File: src/rtl/pe_pkg.sv
// Shared types and constants for the round-robin PE scheduler.
// State encodings are plain 2-bit constants so checkers can bind to them directly.
package pe_pkg;

    localparam int PE_MAX_REQ = 8;

    typedef enum logic [1:0] {
        RUN   = 2'd0,
        DRAIN = 2'd1,
        DONE  = 2'd2
    } sched_state_e;

    localparam logic [1:0] ST_RUN   = 2'd0;
    localparam logic [1:0] ST_DRAIN = 2'd1;
    localparam logic [1:0] ST_DONE  = 2'd2;

    // One in-flight operation: valid flag plus owning requester id.
    typedef struct packed {
        logic       v;
        logic [2:0] id;
    } pe_tag_t;

endpackage

File: src/rtl/pe_rr_sched_rr_pick.sv
// Rotate-priority picker: first set bit of valid_i at or after ptr_i, wrapping modulo NREQ.
// ptr_i must be below NREQ.
module rr_pick #(
    parameter int NREQ = 4
) (
    input  logic [NREQ-1:0] valid_i,
    input  logic [2:0]      ptr_i,
    output logic [NREQ-1:0] grant_o,
    output logic [2:0]      idx_o,
    output logic            any_o
);

    logic [NREQ-1:0] rot;
    logic [3:0]      sum;

    // Rotate so ptr_i lands at bit 0, take the lowest set bit, then rotate the index back.
    always_comb begin
        rot   = NREQ'({valid_i, valid_i} >> ptr_i);
        any_o = |rot;
        sum   = '0;
        for (int k = NREQ - 1; k >= 0; k--) begin
            if (rot[k]) sum = {1'b0, ptr_i} + 4'(k);
        end
        if (sum >= 4'(NREQ)) sum = sum - 4'(NREQ);
        idx_o   = sum[2:0];
        grant_o = any_o ? (NREQ'(1) << idx_o) : '0;
    end

endmodule

File: src/rtl/pe_rr_sched.sv
// Round-robin scheduler sharing one fixed-latency PE among NREQ requesters.
// Optional feature macro: PE_RR_SCHED_PERF_EN adds saturating per-requester grant counters.
// Handshake: a requester transfer happens in a cycle where req_valid_i[r] & req_ready_o[r];
// the PE and the response sinks never stall, so pe_valid_o and rsp_valid_o are pure strobes.
module pe_rr_sched
    import pe_pkg::*;
#(
    parameter int NREQ   = 4,
    parameter int DATA_W = 32,
    parameter int PE_LAT = 3
) (
    input  logic                   clk_i,
    input  logic                   rst_ni,
    input  logic [NREQ-1:0]        req_valid_i,
    input  logic [NREQ*DATA_W-1:0] req_a_i,
    input  logic [NREQ*DATA_W-1:0] req_b_i,
    output logic [NREQ-1:0]        req_ready_o,
    input  logic                   flush_i,
    output logic                   flush_done_o,
    output logic                   pe_valid_o,
    output logic [DATA_W-1:0]      pe_a_o,
    output logic [DATA_W-1:0]      pe_b_o,
    input  logic [DATA_W-1:0]      pe_res_i,
    output logic [NREQ-1:0]        rsp_valid_o,
    output logic [DATA_W-1:0]      rsp_data_o,
`ifdef PE_RR_SCHED_PERF_EN
    output logic [NREQ*16-1:0]     grant_cnt_o,
`endif
    output logic [1:0]             dbg_state_o
);

    logic [2:0]      ptr_q;
    logic [1:0]      state_q;
    logic            done_hold_q;
    pe_tag_t         tag_q [PE_LAT];
    pe_tag_t         tag_last;
    logic            grant_en;
    logic [NREQ-1:0] grant;
    logic [2:0]      gidx;
    logic            gany;
    logic            pipe_busy;

    // Grants only while running and not in the cycle a flush is raised; reset forces all outputs low.
    assign grant_en = rst_ni && (state_q == ST_RUN) && !flush_i;

    rr_pick #(.NREQ(NREQ)) u_pick (
        .valid_i (req_valid_i & {NREQ{grant_en}}),
        .ptr_i   (ptr_q),
        .grant_o (grant),
        .idx_o   (gidx),
        .any_o   (gany)
    );

    assign req_ready_o  = grant;
    assign pe_valid_o   = gany;
    assign tag_last     = tag_q[PE_LAT-1];
    assign rsp_valid_o  = tag_last.v ? (NREQ'(1) << tag_last.id) : '0;
    assign rsp_data_o   = tag_last.v ? pe_res_i : '0;
    assign flush_done_o = (state_q == ST_DONE) && !done_hold_q;
    assign dbg_state_o  = state_q;

    // Operand mux for the granted requester; zero when nothing is granted.
    always_comb begin
        pe_a_o = '0;
        pe_b_o = '0;
        for (int r = 0; r < NREQ; r++) begin
            if (grant[r]) begin
                pe_a_o = req_a_i[r*DATA_W +: DATA_W];
                pe_b_o = req_b_i[r*DATA_W +: DATA_W];
            end
        end
    end

    // Any valid tag means a result is still owed to some requester.
    always_comb begin
        pipe_busy = 1'b0;
        for (int i = 0; i < PE_LAT; i++) pipe_busy = pipe_busy | tag_q[i].v;
    end

    // Round-robin pointer moves just past the last granted requester.
    always_ff @(posedge clk_i or negedge rst_ni) begin
        if (!rst_ni) begin
            ptr_q <= '0;
        end else if (gany) begin
            ptr_q <= (gidx == 3'(NREQ - 1)) ? 3'd0 : gidx + 3'd1;
        end
    end

    // Tag pipeline mirrors the PE latency so each result meets its owner's id.
    always_ff @(posedge clk_i or negedge rst_ni) begin
        if (!rst_ni) begin
            for (int i = 0; i < PE_LAT; i++) tag_q[i] <= '0;
        end else begin
            tag_q[0] <= {gany, gidx};
            for (int i = 1; i < PE_LAT; i++) tag_q[i] <= tag_q[i-1];
        end
    end

    // Flush FSM; done_hold_q keeps DONE silent while flush_i stays high after the pulse.
    always_ff @(posedge clk_i or negedge rst_ni) begin
        if (!rst_ni) begin
            state_q     <= ST_RUN;
            done_hold_q <= 1'b0;
        end else begin
            case (state_q)
                ST_RUN: begin
                    if (flush_i) state_q <= ST_DRAIN;
                end
                ST_DRAIN: begin
                    done_hold_q <= 1'b0;
                    if (!pipe_busy) state_q <= ST_DONE;
                end
                ST_DONE: begin
                    if (!flush_i) begin
                        state_q     <= ST_RUN;
                        done_hold_q <= 1'b0;
                    end else begin
                        done_hold_q <= 1'b1;
                    end
                end
                default: begin
                    state_q     <= ST_RUN;
                    done_hold_q <= 1'b0;
                end
            endcase
        end
    end

`ifdef PE_RR_SCHED_PERF_EN
    logic [15:0] cnt_q [NREQ];

    // Saturating per-requester grant counters, cleared when a drain completes.
    always_ff @(posedge clk_i or negedge rst_ni) begin
        if (!rst_ni) begin
            for (int r = 0; r < NREQ; r++) cnt_q[r] <= '0;
        end else begin
            for (int r = 0; r < NREQ; r++) begin
                if (flush_done_o) cnt_q[r] <= '0;
                else if (grant[r] && (cnt_q[r] != 16'hFFFF)) cnt_q[r] <= cnt_q[r] + 16'd1;
            end
        end
    end

    // Flatten the counters onto the output bus.
    always_comb begin
        grant_cnt_o = '0;
        for (int r = 0; r < NREQ; r++) grant_cnt_o[r*16 +: 16] = cnt_q[r];
    end
`endif

endmodule

File: config.mk
export PLATFORM = sky130hd
export DESIGN_NAME = pe_rr_sched
export DESIGN_NICKNAME = d
export VERILOG_FILES = /design/src/rtl/pe_pkg.sv /design/src/rtl/pe_rr_sched_rr_pick.sv /design/src/rtl/pe_rr_sched.sv
export SDC_FILE = /design/constraint.sdc
export NUM_CORES = 1
export LEC_CHECK = 0
export ABC_CLOCK_PERIOD_IN_PS = 10500
export CORE_AREA = 2 2 157 159
export DETAILED_ROUTE_END_ITERATION = 6
export DIE_AREA = 0 0 159 161
export GPL_TIMING_DRIVEN = 0
export PLACE_DENSITY = 0.51
export SLEW_MARGIN = 10
export SYNTH_ARGS = -nofsm -noshare
export SYNTH_HDL_FRONTEND = slang
export SYNTH_SLANG_ARGS = --single-unit
File: constraint.sdc
create_clock -name clk_i -period 10.5 [get_ports clk_i]
set_clock_uncertainty 0.15 [all_clocks]
set_input_delay 2.1 -clock clk_i [delete_from_list [all_inputs] [get_ports clk_i]]
set_output_delay 2.1 -clock clk_i [all_outputs]
set_load 0.02 [all_outputs]
# Yosys cells after proc, flatten, opt, wreduce, memory -nomap -nowiden
# Index checks and enable logic that the tools add are counted.
[totals] ff_bits=18 inputBits=295 out_inout_bits=108 wordCells=58
[op_classes] addsub=5 magnitude_cmp=1 n_eq_ne=6 shifts=3 muxes=23 bitwise=3 n_reduce_logical=8
[ops] op="$mux W32" n=9
[ops] op="$mux W4" n=6
[ops] op="$add A3 B2 Y4 const B" n=2
[ops] op="$shl A1 B3 Y4 const A" n=2
[ops] op="$shr A8 B3 Y4" n=1
[ops] op="$mux W2" n=3
[ops] op="$mux W3" n=2
[ops] op="$ne A2 B2 Y1 const B" n=3
[ops] op="$pmux W2 S3" n=1
[ops] op="$add A3 B1 Y4 const B" n=1
[ops] op="$and A4 B4 Y4" n=1
[ops] op="$ge A4 B3 Y1 const B" n=1
[ops] op="$reduce_or A4 Y1" n=1
[ops] op="$add A3 B1 Y3 const B" n=1
[ops] op="$eq A3 B2 Y1 const B" n=1
[ops] op="$logic_and A1 B1 Y1" n=3
[ops] op="$reduce_and A3 Y1" n=1
[ops] op="$sub A3 B3 Y3 const B" n=1
[ops] op="$eq A2 B1 Y1 const B" n=1
[ops] op="$eq A2 B2 Y1 const B" n=1
[ops] op="$logic_not A1 Y1" n=2
[ops] op="$logic_not A2 Y1" n=1
[ops] op="$or A1 B1 Y1" n=2
[ops] op="$pmux W1 S2" n=1
[ops] op="$mux W1" n=1

# Longest topological paths before layout
# Gate-level depths: netlist of run 1.
[logic_depth] word_depth=17 ltp_mapped=15 depth_no_buf=13

# Modules after synthesis
# From an unflattened synthesis of run 1, not the netlist that was laid out.
[unflattened] cells_unflattened=373 area_unflattened_um2=2886.5
[by_module_without_submodules] module="pe_rr_sched" instances=1 cells_per_inst=312 area_each_um2=2417.3 seq_area_each_um2=450.4
[by_module_without_submodules] module="rr_pick" instances=1 cells_per_inst=61 area_each_um2=469.2 seq_area_each_um2=0.0

# Least setup slack after synthesis of run 1
# OpenSTA, ideal clock, no wires.
[synth_path] path_kind="input port to output port" from="input req_valid_i[2]" to="output pe_a_o[0]" arrival_ns=4.537 required_ns=8.250 slack_ns=3.713 cell_stages=12 path_buffers=2 cell_sequence="mux2_2 > a311oi_1 > or3_1 > a31oi_1 > a32oi_1 > inv_1 > ha_1 > nor2b_1 > clkbuf_1 > clkbuf_1 > a22oi_1 > o221ai_2"
[synth_via] elab_chain_cells=14 word_cells_on_any_way=16 classes_between="1 x add/sub; 1 x order compare; 2 x shift; 10 x mux; 1 x bitwise; 1 x reduce/logical"
[synth_rtl] item="from (decl)" line_no="pe_rr_sched.sv:14" source="input logic [NREQ-1:0] req_valid_i,"
[synth_rtl] item="$and A4 B4 Y4 *" line_no="pe_rr_sched.sv:47" source=".valid_i (req_valid_i & {NREQ{grant_en}}),"
[synth_rtl] item="$shr A8 B3 Y4 *" line_no="pe_rr_sched_rr_pick.sv:18" source="rot = NREQ'({valid_i, valid_i} >> ptr_i);"
[synth_rtl] item="$mux W4 (3 in a row)" line_no="pe_rr_sched_rr_pick.sv:22" source="if (rot[k]) sum = {1'b0, ptr_i} + 4'(k);"
[synth_rtl] item="$mux W4 *" line_no="pe_rr_sched_rr_pick.sv:22"
[synth_rtl] item="$ge A4 B3 Y1 or $sub A3 B3 Y3 (tied branches)" line_no="pe_rr_sched_rr_pick.sv:24" source="if (sum >= 4'(NREQ)) sum = sum - 4'(NREQ);"
[synth_rtl] item="$mux W3 *" line_no="pe_rr_sched_rr_pick.sv:24"
[synth_rtl] item="net gidx[1]" line_no="pe_rr_sched.sv:39" source="logic [2:0] gidx;"
[synth_rtl] item="$shl A1 B3 Y4 *" line_no="pe_rr_sched_rr_pick.sv:26" source="grant_o = any_o ? (NREQ'(1) << idx_o) : '0;"
[synth_rtl] item="$mux W4 *" line_no="pe_rr_sched_rr_pick.sv:26"
[synth_rtl] item="$mux W32 (3 in a row)" line_no="pe_rr_sched.sv:67" source="if (grant[r]) begin"
[synth_rtl] item="$mux W32 *" line_no="pe_rr_sched.sv:67"
[synth_rtl] item="to (decl)" line_no="pe_rr_sched.sv:21" source="output logic [DATA_W-1:0] pe_a_o,"
# The timed path passes the listed nets; every way through them passes the cells marked *.

# Final worst setup path of run 1
[layout_path] from="input rst_ni" to="output pe_b_o[8]"
[layout_via] elab_chain_cells=16 word_cells_on_any_way=18 classes_between="1 x add/sub; 1 x order compare; 2 x shift; 10 x mux; 1 x bitwise; 3 x reduce/logical"
[layout_rtl] item="from (decl)" line_no="pe_rr_sched.sv:13" source="input logic rst_ni,"
[layout_rtl] item="$logic_and A1 B1 Y1 * (2 in a row)" line_no="pe_rr_sched.sv:44" source="assign grant_en = rst_ni && (state_q == ST_RUN) && !flush_i;"
[layout_rtl] item="$and A4 B4 Y4 *" line_no="pe_rr_sched.sv:47"
[layout_rtl] item="$shr A8 B3 Y4 *" line_no="pe_rr_sched_rr_pick.sv:18"
[layout_rtl] item="$mux W4 (3 in a row)" line_no="pe_rr_sched_rr_pick.sv:22"
[layout_rtl] item="$mux W4 *" line_no="pe_rr_sched_rr_pick.sv:22"
[layout_rtl] item="$ge A4 B3 Y1 or $sub A3 B3 Y3 (tied branches)" line_no="pe_rr_sched_rr_pick.sv:24"
[layout_rtl] item="$mux W3 *" line_no="pe_rr_sched_rr_pick.sv:24"
[layout_rtl] item="net gidx[1]" line_no="pe_rr_sched.sv:39"
[layout_rtl] item="$shl A1 B3 Y4 *" line_no="pe_rr_sched_rr_pick.sv:26"
[layout_rtl] item="$mux W4 *" line_no="pe_rr_sched_rr_pick.sv:26"
[layout_rtl] item="$mux W32 (3 in a row)" line_no="pe_rr_sched.sv:67"
[layout_rtl] item="$mux W32 *" line_no="pe_rr_sched.sv:67"
[layout_rtl] item="to (decl)" line_no="pe_rr_sched.sv:22" source="output logic [DATA_W-1:0] pe_b_o,"
# Marks and branches as above.

==> results.cfg, run 1 <==
[sta]
finalMaxSlewViolations = 0
clock.fmax_mhz = 108.4
layout_min_cycle_time_ns = 9.224
finalCritPeriodShare_pct = 87.84
finalHoldViolations = 0
worstMarginPinSlew_ns = 0.9312
fin_ws_ns = 1.276
finalSetupTns_ns = 0
rsz0062_at_grt = false
setup_viol = 0
slew_headroom_pct = 37.04

[die]
pin_count = 403
rows = 57
die_w_um = 159
die_h_um = 161
dieArea_um2 = 25600
design.core.area_um2 = 23960
initial_core_util_pct = 16.42

[worst_setup_path]
worst_ep_required_time_ns = 8.25
path_max_fanout = 20
crit_path_start_kind = input port
cp-end-kind = output pin
r2r_setup_slack_ns = 6.58
crit_path_start = rst_ni
timing.rr.start = ptr_q[0]
crit_arrival_ns = 6.97
crit_type = input port to output pin

[cells_and_area]
fin_nets = 1231
nFillCells = 2595
antenna_cells = 0
syn_to_final_growth_pct = 114.9
final_layout_size_suffix_gt1_share_pct = 9.169

[worst_hold_path]
hp-class = flop to flop
hold_start = tag_q[9]

[clock_tree]
ctsHoldBuffers = 0
cts_made_buffers = 3
path_clk_slew_ns = 0.05
cts-root-buf = clkbuf_16
cts_resized = 0
htree_levels = 1
clk_latency_ns = 0.25
cts_tree = built
cts_setup_buffers = 0
clock_sinks = 18
cts_buffer_depth = 2

[global_route]
grt_first_pass_wirelength_mm = 35.70
met2_usage_pct = 33.20
antenna_found_initial = 1
grt_max_degree = 21
first_global_vias = 5944
grt_usage_pct = 17.70
overflow = 0
met1_usage_pct = 20.90
busiest_layer = met2
grt_util_met3_pct = 3.878

[synth]
synth_area_um2 = 3934
synth.area.top_cells = o211ai_2, a22o_1, dfrtp_1
synthCells = 521
yosysWarnings = 0
ys.flop_type = dfrtp_1
ys_ff_latch = 18
avgSynthCellArea_um2 = 7.550
yosysSeqAreaShare_pct = 11.45
ys_async_sr_fraction_pct = 100.0
yosysUniqueCellTypes = 54
yosysTopAreaCellShare_pct = 18.45
synth_area_leader_cell = o211ai_2
synth_edf_count = 0
postSynthNetCount = 824

[power]
leakage_nw = 3.119
power_density_nw_per_um2 = 106.2
peakVddDrop_mv = 0.05637

[route]
totalWireLength_mm = 24.33
firstDrtPassIters = 4
postRouteAntennaNets = 0
wl_per_cell_um = 19.45
dr_total_vias = 5876
vias_per_cell = 4.697
drc = 0
drt_iter0_drc = 195

[outcome]
outcome = complete, no violations

[placed_design]
gp_congestion = 0.8513
dpl.hpwl_mm = 19.94
place_ws_ns = 1.220
portBuffers = 402

[run]
maxCapViolCount = 0
registers in the layout, indices dropped and copies added (netlist names):
register	cells
ptr_q	3
done_hold_q	1
dbg_state_o	2
tag_last	4
tag_q	8
cell families (layout without fill, tap and decap cells):
logic type,count (synthesis),after routing,synth area share (%)
AOI/OAI and AO/OA,220,220,49.24
xor gates and xnor gates,2,2,0.4454
adders and majority gates,8,8,2.545
buffers and inverters,64,470,7.379
DFF,18,18,11.45
muxes,9,9,2.958
and+or+nand+nor,200,200,25.99
power breakdown:
part / switching [mW] / internal [mW]
Combinational: 0.373 / 0.335
Sequential: 0.0201 / 0.0869
Clock: 0.0250 / 0.0579
critical path: stages:
cell             delay (ns)
clkdlybuf4s50_1        1.02
nor4b_1                0.83
a32oi_1                0.35
inv_1                  0.20
ha_1                   0.25
clkbuf_1               0.58
clkbuf_1               0.52
a22o_1                 0.31
nand2_1                0.09
o211ai_2               0.08
clkdlybuf4s50_1        0.63
layout by cell type (no fill, tap or decap), types with 4 or more instances in the layout:
| master | Yosys | routed |
|---|---|---|
| and2_1 | 36 | 36 |
| clkdlybuf4s50_1 | 0 | 402 |
| ha_1 | 8 | 8 |
| nor2_1 | 9 | 9 |
| nand2_1 | 66 | 66 |
| o21ai_0 | 65 | 65 |
| nand3_1 | 64 | 64 |
| nor2b_1 | 4 | 4 |
| o211ai_2 | 58 | 58 |
| mux2i_1 | 6 | 6 |
| clkbuf_1 | 43 | 43 |
| inv_1 | 9 | 9 |
| a22o_1 | 63 | 63 |
| a21oi_1 | 6 | 6 |
| buf_2 | 4 | 4 |
| dfrtp_1 | 18 | 18 |
| buf_6 | 6 | 6 |
Yosys cell counts (6+ instances only):
cell	count
buf_6	6
nand3_1	64
and2_1	36
nand2_1	66
inv_1	9
nor2_1	9
ha_1	8
mux2i_1	6
a21oi_1	6
o211ai_2	58
clkbuf_1	43
a22o_1	63
dfrtp_1	18
o21ai_0	65
path summary, 6_finish.rpt:
path / endpoint / cells after the start
hold / removal: tag_q[5] / 0
setup / recovery: pe_b_o[8] / 11
min in group asynchronous: dbg_state_o[0] / 1
setup reg to reg: ptr_q[2] / 12
hold reg to reg: tag_q[5] / 0
max in group asynchronous: tag_q[5] / 1
final cells by class:
type,instances,area [µm²],area share (%)
repair buffers,402,4024,47.61
multi-input cells,439,3193,37.78
flip-flops and latches,18,450.4,5.329
well taps,324,405.4,4.796
plain buffers,54,252.7,2.990
clock buffers,4,88.84,1.051
inverters,10,37.54,0.4441
layer usage:
metal,up-vias,share of wire (%)
met1,2759,41
met4,2,1.3
met2,286,51
met5,-,0.053
li1,2811,-
met3,18,7.1
metrics by stage:
stage                     std cells  instance area, µm²  hold slack (ns)  utilization (%)  power (mW)
after floorplan                 521                3934           0.1812                -      0.4858
after global placement         1247                8363           0.1830            34.90      0.8222
after detailed placement       1247                8363           0.1847            34.90      0.8199
after CTS                      1251                8452           0.1963            35.27      0.9067
after global routing           1251                8452           0.2029            35.27      0.9608
final                          1251                8452           0.1950            35.27      0.8972
Note: power is estimated with default switching activity, not from simulation.
==> inputs of run 2 (changes only) <==
SKIP_LAST_GASP = 1   (was unset)
==> results of run 2 <==
The final DEF is identical to that of run 1; final timing and power are the same.
